### src/rtl/vga_timing_gen.sv
// ---------------------------------------------------------------------------
// vga_timing_gen
//
// Parametrised VGA raster timing generator. From one pixel clock it produces
// the horizontal/vertical raster position, HSYNC/VSYNC, the active-video flag
// and the line/frame strobes. Every output is a flop.
//
// Optional feature macro: VGA_FRAME_CNT_EN
//   When defined, an 8-bit frame_cnt output counts completed frames.
//   When undefined, the port and its logic are absent.
//
// Ports
//   clk_25MHz  in   1      pixel clock, rising edge
//   rst        in   1      asynchronous, active-high reset
//   pix_en     in   1      pixel advance enable; all state holds while low
//   h_cnt      out  CNT_W  horizontal position, 0..H_TOTAL-1
//   v_cnt      out  CNT_W  vertical position, 0..V_TOTAL-1
//   hsync      out  1      horizontal sync, active level H_POL
//   vsync      out  1      vertical sync, active level V_POL
//   video_on   out  1      inside the visible area
//   line_end   out  1      high while h_cnt == H_TOTAL-1
//   frame_end  out  1      high while at the last pixel of the frame
//   frame_cnt  out  8      completed frames (VGA_FRAME_CNT_EN only)
// ---------------------------------------------------------------------------
module vga_timing_gen #(
    parameter int H_ACTIVE = 640,
    parameter int H_FP     = 16,
    parameter int H_SYNC   = 96,
    parameter int H_BP     = 48,
    parameter int V_ACTIVE = 480,
    parameter int V_FP     = 10,
    parameter int V_SYNC   = 2,
    parameter int V_BP     = 33,
    parameter bit H_POL    = 1'b0,
    parameter bit V_POL    = 1'b0,
    parameter int CNT_W    = 16
) (
    input  logic             clk_25MHz,
    input  logic             rst,
    input  logic             pix_en,
    output logic [CNT_W-1:0] h_cnt,
    output logic [CNT_W-1:0] v_cnt,
    output logic             hsync,
    output logic             vsync,
    output logic             video_on,
    output logic             line_end,
    output logic             frame_end
`ifdef VGA_FRAME_CNT_EN
    ,
    output logic [7:0]       frame_cnt
`endif
);

    // ------------------------------------------------------------------
    // Derived geometry
    // ------------------------------------------------------------------
    localparam int H_TOTAL      = H_ACTIVE + H_FP + H_SYNC + H_BP;
    localparam int V_TOTAL      = V_ACTIVE + V_FP + V_SYNC + V_BP;
    localparam int H_SYNC_FIRST = H_ACTIVE + H_FP;
    localparam int H_SYNC_LAST  = H_ACTIVE + H_FP + H_SYNC - 1;
    localparam int V_SYNC_FIRST = V_ACTIVE + V_FP;
    localparam int V_SYNC_LAST  = V_ACTIVE + V_FP + V_SYNC - 1;

    // The largest count must be representable in CNT_W bits.
    if ((longint'(H_TOTAL) - 1) >= (longint'(1) << CNT_W)) begin : g_h_width_check
        $error("vga_timing_gen: H_TOTAL-1 = %0d does not fit in CNT_W = %0d bits",
               H_TOTAL - 1, CNT_W);
    end
    if ((longint'(V_TOTAL) - 1) >= (longint'(1) << CNT_W)) begin : g_v_width_check
        $error("vga_timing_gen: V_TOTAL-1 = %0d does not fit in CNT_W = %0d bits",
               V_TOTAL - 1, CNT_W);
    end

    // Same constants at counter width, so every compare is width-matched.
    localparam logic [CNT_W-1:0] H_LAST      = CNT_W'(H_TOTAL - 1);
    localparam logic [CNT_W-1:0] V_LAST      = CNT_W'(V_TOTAL - 1);
    localparam logic [CNT_W-1:0] H_ACT_C     = CNT_W'(H_ACTIVE);
    localparam logic [CNT_W-1:0] V_ACT_C     = CNT_W'(V_ACTIVE);
    localparam logic [CNT_W-1:0] H_SYNC_LO_C = CNT_W'(H_SYNC_FIRST);
    localparam logic [CNT_W-1:0] H_SYNC_HI_C = CNT_W'(H_SYNC_LAST);
    localparam logic [CNT_W-1:0] V_SYNC_LO_C = CNT_W'(V_SYNC_FIRST);
    localparam logic [CNT_W-1:0] V_SYNC_HI_C = CNT_W'(V_SYNC_LAST);

    // ------------------------------------------------------------------
    // Next-position logic
    // ------------------------------------------------------------------
    logic             h_wrap;
    logic             v_wrap;
    logic [CNT_W-1:0] h_next;
    logic [CNT_W-1:0] v_next;

    // Decodes that travel with the next position into the output flops.
    logic             hsync_active_next;
    logic             vsync_active_next;
    logic             video_on_next;
    logic             line_end_next;
    logic             frame_end_next;

    always_comb begin
        h_wrap = (h_cnt == H_LAST);
        v_wrap = (v_cnt == V_LAST);

        h_next = h_wrap ? '0 : h_cnt + 1'b1;

        // The line counter only moves on the horizontal wrap.
        v_next = v_cnt;
        if (h_wrap) begin
            v_next = v_wrap ? '0 : v_cnt + 1'b1;
        end

        // Decoding the next position (not the current one) makes each
        // registered flag describe the same pixel as h_cnt/v_cnt.
        hsync_active_next = (h_next >= H_SYNC_LO_C) && (h_next <= H_SYNC_HI_C);
        // v_next only changes when h_next becomes 0, so vsync edges
        // automatically fall on line boundaries.
        vsync_active_next = (v_next >= V_SYNC_LO_C) && (v_next <= V_SYNC_HI_C);
        video_on_next     = (h_next < H_ACT_C) && (v_next < V_ACT_C);
        line_end_next     = (h_next == H_LAST);
        frame_end_next    = (h_next == H_LAST) && (v_next == V_LAST);
    end

    // ------------------------------------------------------------------
    // Counter and output registers
    // ------------------------------------------------------------------
    always_ff @(posedge clk_25MHz or posedge rst) begin
        if (rst) begin
            h_cnt     <= '0;
            v_cnt     <= '0;
            hsync     <= ~H_POL;
            vsync     <= ~V_POL;
            video_on  <= 1'b1;
            line_end  <= 1'b0;
            frame_end <= 1'b0;
        end else if (pix_en) begin
            h_cnt     <= h_next;
            v_cnt     <= v_next;
            hsync     <= hsync_active_next ? H_POL : ~H_POL;
            vsync     <= vsync_active_next ? V_POL : ~V_POL;
            video_on  <= video_on_next;
            line_end  <= line_end_next;
            frame_end <= frame_end_next;
        end
    end

`ifdef VGA_FRAME_CNT_EN
    // ------------------------------------------------------------------
    // Frame counter: steps on the edge that wraps the last pixel of the
    // frame back to (0,0); wraps naturally from 255 to 0.
    // ------------------------------------------------------------------
    always_ff @(posedge clk_25MHz or posedge rst) begin
        if (rst) begin
            frame_cnt <= '0;
        end else if (pix_en && h_wrap && v_wrap) begin
            frame_cnt <= frame_cnt + 8'd1;
        end
    end
`endif

endmodule

### config.mk
export PLATFORM = sky130hd
export DESIGN_NAME = vga_timing_gen
export DESIGN_NICKNAME = d
export VERILOG_FILES = /design/src/rtl/vga_timing_gen.sv
export SDC_FILE = /design/constraint.sdc
export NUM_CORES = 1
export LEC_CHECK = 0
export ABC_CLOCK_PERIOD_IN_PS = 3100
export CORE_ASPECT_RATIO = 0.5
export CORE_MARGIN = 1
export CORE_UTILIZATION = 35
export DETAILED_ROUTE_END_ITERATION = 8
export GPL_TIMING_DRIVEN = 0
export SETUP_SLACK_MARGIN = 0.1
export SLEW_MARGIN = 20
export SYNTH_ARGS = -nofsm -noshare
export SYNTH_HDL_FRONTEND = slang
export SYNTH_SLANG_ARGS = --single-unit
### constraint.sdc
create_clock -name clk_25MHz -period 3.1 [get_ports clk_25MHz]
set_input_delay 0.31 -clock clk_25MHz [delete_from_list [all_inputs] [get_ports clk_25MHz]]
set_output_delay 0.31 -clock clk_25MHz [all_outputs]
set_load 0.02 [all_outputs]
==> results.txt <==
Post-route core utilization -> 0.466
Synthesized area -> 2800 sq um
Total number of vias -> 2743
Main synth FF type -> dfrtp_1
CTS root buffer -> clkbuf_16
Port Buffers -> 39
Top Metal Used -> met4
Tmin final -> 2720 ps
Fin. max-slew vios -> 0
Num rows -> 22
CTS H-tree lvls -> 2
# IOs -> 40
Number of enable flip-flop cells after synthesis -> 0
Die span in x -> 128 microns
Max-cap violations -> 0
Critical Path End Type -> register
Post_cts resized -> 0
Setup bufs post-CTS -> 0
Pwr dens -> 478 nW/um^2
Fraction of layout cells with a size suffix above 1 -> 0.115
Top cells by area, synth -> dfrtp_1, nand2_1, nand4_1, o21ai_0, nand3_1
CTS tree -> done
Yosys cell types -> 58
Critical path class -> register to register
RSZ-0062 raised after global routing -> false
Fill cells -> 759
CTS Hold Bufs -> 0
Antenna viol nets, final -> 0
GRT Total Usage -> 0.211
Routed wire length -> 8210 microns
Total iterations of the first detailed-routing run -> 5
Slew Limit Headroom -> 0.588
Syn_nets -> 343
ANT cells -> 0
CTS max path bufs -> 2
Post-synth top area share -> 0.304
Grt ovf -> 0
Total power -> 1.68 mW
Die Ht -> 65.2 microns
Fin Hold WS -> 332 ps
Routed length on met2 -> 3500 microns
Post-DP HPWL -> 6070 microns
Async SR Flop Fraction -> 1.00
Setup TNS -> 0 ps
DRC viols -> 0
Gate Count Post-Synth -> 336
Synthesis-stage register bit count -> 37
Largest net degree at the start of global routing -> 23
Initial antenna violation count -> 0
Seq/Total Area, Yosys -> 0.332
Number of global-route vias before repair -> 2504
Clock sink count -> 37
Static leakage -> 1.39 nW
Area added between synthesis and finish -> 25.6%
Initial drt markers -> 228
Clk pin slew, worst setup/hold paths -> 60 ps
Clk_skew -> 6.82 ps
Final period utilization -> 0.877
M1 WL -> 4220 microns
Vias per cell -> 5.58
Total length of routed met3 wires -> 375 microns
CP Data Required Time -> 3320 ps
Wire per inst -> 16.7 microns
Worst Hold Class -> primary input to asynchronous set/reset pin
Top-count cell post-synth -> nand2_1
Leading area contributor after synthesis -> dfrtp_1
First-pass GRT wire length -> 13300 microns
Average instance area after synthesis -> 8.33 sq um
CP startpoint kind -> register
Commonest cells post-synth -> nand2_1, dfrtp_1, o21ai_0
Max IR drop VDD -> 0.273 mV
Die area -> 8380 sq um
Final Wtd Congestion -> 0.931
Core area -> 7540 sq um
YS warnings -> 0
Top achievable clock speed -> 368 MHz
CP arrival -> 2940 ps
Status -> completed
Final Setup Violations -> 0
Starting Density -> 0.371
Final-stage net count -> 390
Crit-path max FO -> 9
Total CTS buffers -> 5
Hold Vio Cnt, Final -> 0
Tightest Pin Transition -> 613 ps
Clk_lat worst skew -> 290 ps
[per-layer routing]
layer,global-route usage,up-vias
met5,0,-
met4,0.0691,0
met3,0.0383,13
met2,0.312,73
met1,0.308,1328
li1,-,1329
[path summary, 6_finish.rpt]
path,endpoint,slack (ps),start,cells after the start
min in group clk_25MHz,video_on$_DFFE_PP1P_,490,video_on$_DFFE_PP1P_,2
hold / removal,v_cnt[9]$_DFFE_PP0P_,330,rst,2
max in group asynchronous,hsync$_DFFE_PP1P_,2240,rst,3
setup / recovery,vsync$_DFFE_PP1P_,380,h_cnt[1]$_DFFE_PP0P_,9
hold reg to reg,video_on$_DFFE_PP1P_,490,video_on$_DFFE_PP1P_,2
setup reg to reg,vsync$_DFFE_PP1P_,380,h_cnt[1]$_DFFE_PP0P_,9
[sequential cells by signal, indices dropped and copies added, names as in the netlist]
name and cells:
video_on 1, hsync 1, vsync 1, line_end 1, v_cnt 16, frame_end 1, h_cnt 16
[critical path, cell delays in order, from the launching register on]
cell	delay, ps
dfrtp_1	450
ha_1	200
buf_6	120
and4_1	180
buf_2	200
nand4_2	250
nor3_1	320
mux2i_1	310
nand4_1	240
o31a_1	360
[power by group]
part	leakage, nW	internal, mW	switching [mW]
registers	0.482	0.528	0.0491
clock network	0.0808	0.378	0.203
logic	0.831	0.221	0.302
[cell families (layout without fill, tap and decap cells)]
group / Yosys count / count (layout) / share of synthesized area
buffers and inverters: 36 / 84 / 0.0823
adders and majority gates: 4 / 4 / 0.0179
DFF: 37 / 37 / 0.332
and+or+nand+nor: 167 / 167 / 0.326
muxes: 3 / 3 / 0.0112
xor gates and xnor gates: 23 / 23 / 0.0720
AOI/OAI and AO/OA: 66 / 66 / 0.158
[metrics by stage]
step                      instances  worst slack (ps)  instance area [sq um]
after floorplan                 336               759                   2800
after global placement          483               411                   3320
after detailed placement        484               405                   3350
after CTS                       492               383                   3520
after global routing            492               167                   3520
final                           492               381                   3520
[area by class of cell]
class / instances / area, sq um / area share
Clock buffer: 6 / 129 / 0.0367
Timing Repair Buffer: 40 / 418 / 0.119
Buffer: 27 / 196 / 0.0559
Multi-Input combinational cell: 263 / 1640 / 0.466
Clock inverter: 2 / 35.0 / 0.00996
Inverter: 9 / 33.8 / 0.00961
Tap cell: 108 / 135 / 0.0384
Sequential cell: 37 / 930 / 0.264
[layout by cell type, fill, tap and decap left out, types with 3 or more instances in the layout]
cell | Yosys | layout
clkbuf_16 | 0 | 5
and4_1 | 5 | 5
nand2_1 | 36 | 36
nand2b_1 | 3 | 3
a21oi_1 | 9 | 9
and2_1 | 4 | 4
clkbuf_1 | 7 | 8
nand3_1 | 23 | 23
buf_4 | 6 | 6
xnor2_1 | 13 | 13
nand4_1 | 20 | 20
and3_1 | 10 | 10
ha_1 | 4 | 4
a31oi_1 | 3 | 3
o21ai_0 | 25 | 25
nor2_1 | 23 | 23
inv_1 | 9 | 8
buf_2 | 6 | 6
o31ai_1 | 5 | 5
dfrtp_1 | 34 | 34
nor3_1 | 19 | 19
nor4_1 | 6 | 6
xor2_1 | 10 | 10
dfstp_2 | 3 | 3
clkdlybuf4s50_1 | 0 | 39
a211o_1 | 4 | 4
buf_6 | 6 | 6
No activity file was read; power rests on OpenSTA's default activity.
==> variant 1, RTL diff (config.mk and constraints unchanged) <==
The parameter `CNT_W` goes from 16 to 18.
--- a/src/rtl/vga_timing_gen.sv
+++ b/src/rtl/vga_timing_gen.sv
@@ -34,5 +34,5 @@
     parameter bit H_POL    = 1'b0,
     parameter bit V_POL    = 1'b0,
-    parameter int CNT_W    = 16
+    parameter int CNT_W    = 18
 ) (
     input  logic             clk_25MHz,
Interface: changed (resized h_cnt and v_cnt); port bits go from 40 to 44. The function was not compared with the original's and may differ.
==> variant 1 against the original RTL <==
Design area is 3.0% higher. Total power down 6.7%. Global-route usage shrank 0.68 points. Routed wire length down 1.0%. Combinational power shrank 24%. Sequential cell count is 4 higher. Non-clock buffer count up 2. Setup slack lost 0.14 ns. Sequential share of layout area grew 2.0 points. Area after synthesis increased by 3.0%. Critical path type unchanged. Largest cell class unchanged. Highest routed layer unchanged.
==> variant 1: results (changes against the original RTL) <==
metric,value,unit,change
synthXorXnorAreaFrac,10.3,%,+3.1 points
pre_cts_ws,0.268,ns,-0.137 ns
regArea,1030,sq um,+11%
final_cells,497,,+1.0%
relSlewSlack,54.5,%,-4.3 points
grt_pass1_vias,2659,,+6.2%
worstSkewPairLatency,0.29,ns,about the same
grt_max_degree,29,,+26%
ir_worst_vdd,0.230,mV,-16%
synthAdderAreaFrac,1.30,%,-0.49 points
n_all_buffers,69,,+3.0%
ys_seq_elements,41,,+11%
placed_area,3470,sq um,+3.5%
cp_max_fo,10,,+1
routed_wl,8130,microns,-1.0%
viasPerCell,5.70,,+2.2%
gp_congestion,0.911,,-2.2%
bufAreaShareNonClock,16.1,%,-1.3 points
nets,394,,+1.0%
hold_ws,0.301,ns,-0.0310 ns
ys_seq_area_share,35.7,%,+2.5 points
synth.distinct_cells,63,,+8.6%
postCtsSetupBuffers,0,,unchanged
worst_ep_arrival_time,3.05,ns,+0.11 ns
ys_top_cells_by_count,"dfrtp_1 (38), nand2_1 (33), nor2_1 (28), nand3_1 (25), xnor2_1 (22)",,
synth_area_leaders,"dfrtp_1 (33%), xnor2_1 (6.7%), nand3_1 (4.3%), nand2_1 (4.3%), nor2_1 (3.6%)",,
grt_first_pass_wirelength,13400,microns,+0.62%
nNonClkInverters,11,,+2
seq_area_share,28.4,%,+2.0 points
final_layout_size_suffix_gt1_share,12.1,%,+0.62 points
gr-usage-all-layers,20.4,%,-0.68 points
multi_input_area_share,46.7,%,+0.080 points
dpl.hpwl,5930,microns,-2.3%
first_pass_iters,7,,+2
r2r_setup_slack,0.24,ns,-0.14 ns
fin_worst_skew,0.00512,ns,-0.00169 ns
crit_path_start,h_cnt[0],,
clk_share,3.84,%,-0.83 points
io_buffers,43,,+10%
cpPeakStageDelay,0.57,ns,+0.12 ns
outcome,"complete, no violations",,
r2r-end,frame_end,,
top_regs,"h_cnt: 18 flops, v_cnt: 18 flops",,
dp.cells,489,,+1.0%
cts_resized,0,,unchanged
fillers,770,,+1.4%
core-area,7650,sq um,+1.5%
synth-compound-area-share,13.4,%,-2.4 points
syn_inst,337,,+0.30%
multi_input_cells,260,,-1.1%
drt_iter0_drc,238,,+4.4%
slowest_stage,or4b_1,,
-- variant 1: changes by cell type in the layout (fill, tap and decap cells not counted), moves of 6 or more --
cell     change
o21ai_0     -11
nand4_1      -9
nor3_1       -9
xnor2_1      +9
nor4_1       +6
-- variant 1: report_power, final --
group | leakage [nW] | internal [mW] | switching, mW | total (mW)
Clock | 0.0706 | 0.296 | 0.220 | 0.516
Combinational | 0.783 | 0.176 | 0.221 | 0.397
Sequential | 0.533 | 0.577 | 0.0786 | 0.656
-- variant 1: worst register-to-register path: cells and delay by family (launching register included) --
kind / cells / cell delay [ns]
AO/OA/AOI/OAI: 2 / 0.37
buffers and inverters: 1 / 0.19
flip-flops: 1 / 0.43
adder cells (fa/ha/maj): 1 / 0.30
AND/OR/NAND/NOR: 5 / 1.49
-- variant 1: metal layers --
layer / vias up / part of all wire (%) / GRT usage, %
met3: 12 / 6.8 / 4.69
met5: - / 0 / 0
li1: 1323 / - / -
met2: 109 / 44 / 30.7
met4: 0 / 1.4 / 7.04
met1: 1389 / 48 / 28.7
==> variant 2, RTL diff (same settings) <==
Without the edit above. Compare `h_cnt` against `H_LAST` with >= in place of ==.
--- a/src/rtl/vga_timing_gen.sv
+++ b/src/rtl/vga_timing_gen.sv
@@ -98,5 +98,5 @@
 
     always_comb begin
-        h_wrap = (h_cnt == H_LAST);
+        h_wrap = (h_cnt >= H_LAST);
         v_wrap = (v_cnt == V_LAST);
 
Formal check against the unedited RTL: same outputs for any inputs over 10 cycles, from zero or initial values and one cycle with rst high; that may be too few to reach the edited logic, so the function may still have changed.
==> variant 2 against the original RTL <==
Count of clock-buffer cells in the layout unchanged. Total power down 14%. Design area down 17%. Final cell count down 20%. Sequential cell count unchanged. Critical path depth down 1. Routed wire length down 25%. Clock skew down 0.00095 ns. Highest routed layer unchanged. Area after synthesis down 19%. Largest cell class unchanged. Setup slack better by 0.016 ns.
==> variant 2: results (changes against the original RTL) <==
metric,value,unit,change
pre_cts_ws,0.434,ns,+0.0283 ns
dp.cells,384,,-21%
worst_ep_arrival_time,2.84,ns,-0.10 ns
reg2reg_depth,8,,-1
power_frac_seq,41.8,%,+7.5 points
placed_area,2790,sq um,-17%
ir_worst_vdd,0.183,mV,-33%
area_growth,28.5,%,
hp-class,primary input to asynchronous set/reset pin,,
powerComb,356,uW,-32%
final_cells,392,,-20%
synth.distinct_cells,47,,-19%
synth_area_leaders,"dfrtp_1 (37%), o21ai_0 (4.2%), xor2_1 (3.8%), nand2_1 (3.8%), nand3_1 (3.5%)",,
cp_max_fo,10,,+1
worst_pin_slew,0.534,ns,-0.0799 ns
crit_path_start,h_cnt[0],,
pg_seq,607,uW,+5.2%
r2r_setup_slack,0.40,ns,+0.02 ns
crit_family,simple AND/OR/NAND/NOR gates,,
dpl.hpwl,4420,microns,-27%
nets,309,,-21%
num_rows,20,,-9.1%
power_leakage,1.16,nW,-17%
endpoint,v_cnt[12],,
hold_ws,0.305,ns,-0.0269 ns
n_antenna_cell,0,,unchanged
fin_worst_skew,0.00587,ns,-0.000953 ns
final_layout_size_suffix_gt1_share,9.54,%,-1.9 points
viasPerCell,5.44,,-2.4%
ys_top_cells_by_count,"dfrtp_1 (34), nand2_1 (23), nor2_1 (20), o21ai_0 (19), nand3_1 (16)",,
gp_congestion,0.860,,-7.7%
syn_nets,263,,-23%
gr-usage-all-layers,19.9,%,-1.2 points
fmax,370,MHz,+0.59%
syn-mean-instance-area,8.88,sq um,+6.5%
grt_first_pass_wirelength,10300,microns,-23%
outcome,"complete, no violations",,
tns,0,ns,unchanged
power.net_switching,466,uW,-16%
fillers,590,,-22%
ys_seq_area_share,40.8,%,+7.5 points
post_drt_wl_per_cell,15.8,microns,-5.5%
cpPeakStageDelay,0.44,ns,
grt_max_degree,27,,+17%
first_pass_iters,4,,-1
grt_pass1_vias,1972,,-21%
drt_iter0_drc,107,,-53%
io_buffers,38,,-2.6%
## variant 2: cell types whose count changed after synthesis, moves of 5 or more
cell     before  now
o21ai_0      25   19
nor4_1        6    1
nor3_1       19    6
buf_6         6    0
nand3_1      23   16
nor2b_1       1    8
nand2_1      36   23
nand4_1      20    9
buf_4         6    0
xnor2_1      13    7
## variant 2: cell families after synthesis
group                      share of synthesized area [%]
and+or+nand+nor                                     26.0
AOI/OAI and AO/OA                                   19.0
DFF                                                 40.8
buffers and inverters                               4.17
xor gates and xnor gates                            6.53
muxes                                               1.92
adders and majority gates                           1.65
## variant 2: layout make-up
cell class                 instances  area share [%]
clock inverter                     2           0.342
tap                               88            3.76
clock buffer                       6            4.40
buffer                            18            2.60
timing repair buffer              39            13.7
inverter                           5           0.640
multi-input combinational        197            42.9
sequential                        37            31.7
## variant 2: routing by layer
layer  global-route usage (%)  share of wire (%)
met5                        0                  0
met1                     28.8                 50
met2                     29.8                 45
met4                     7.33               0.58
met3                     3.68                5.2
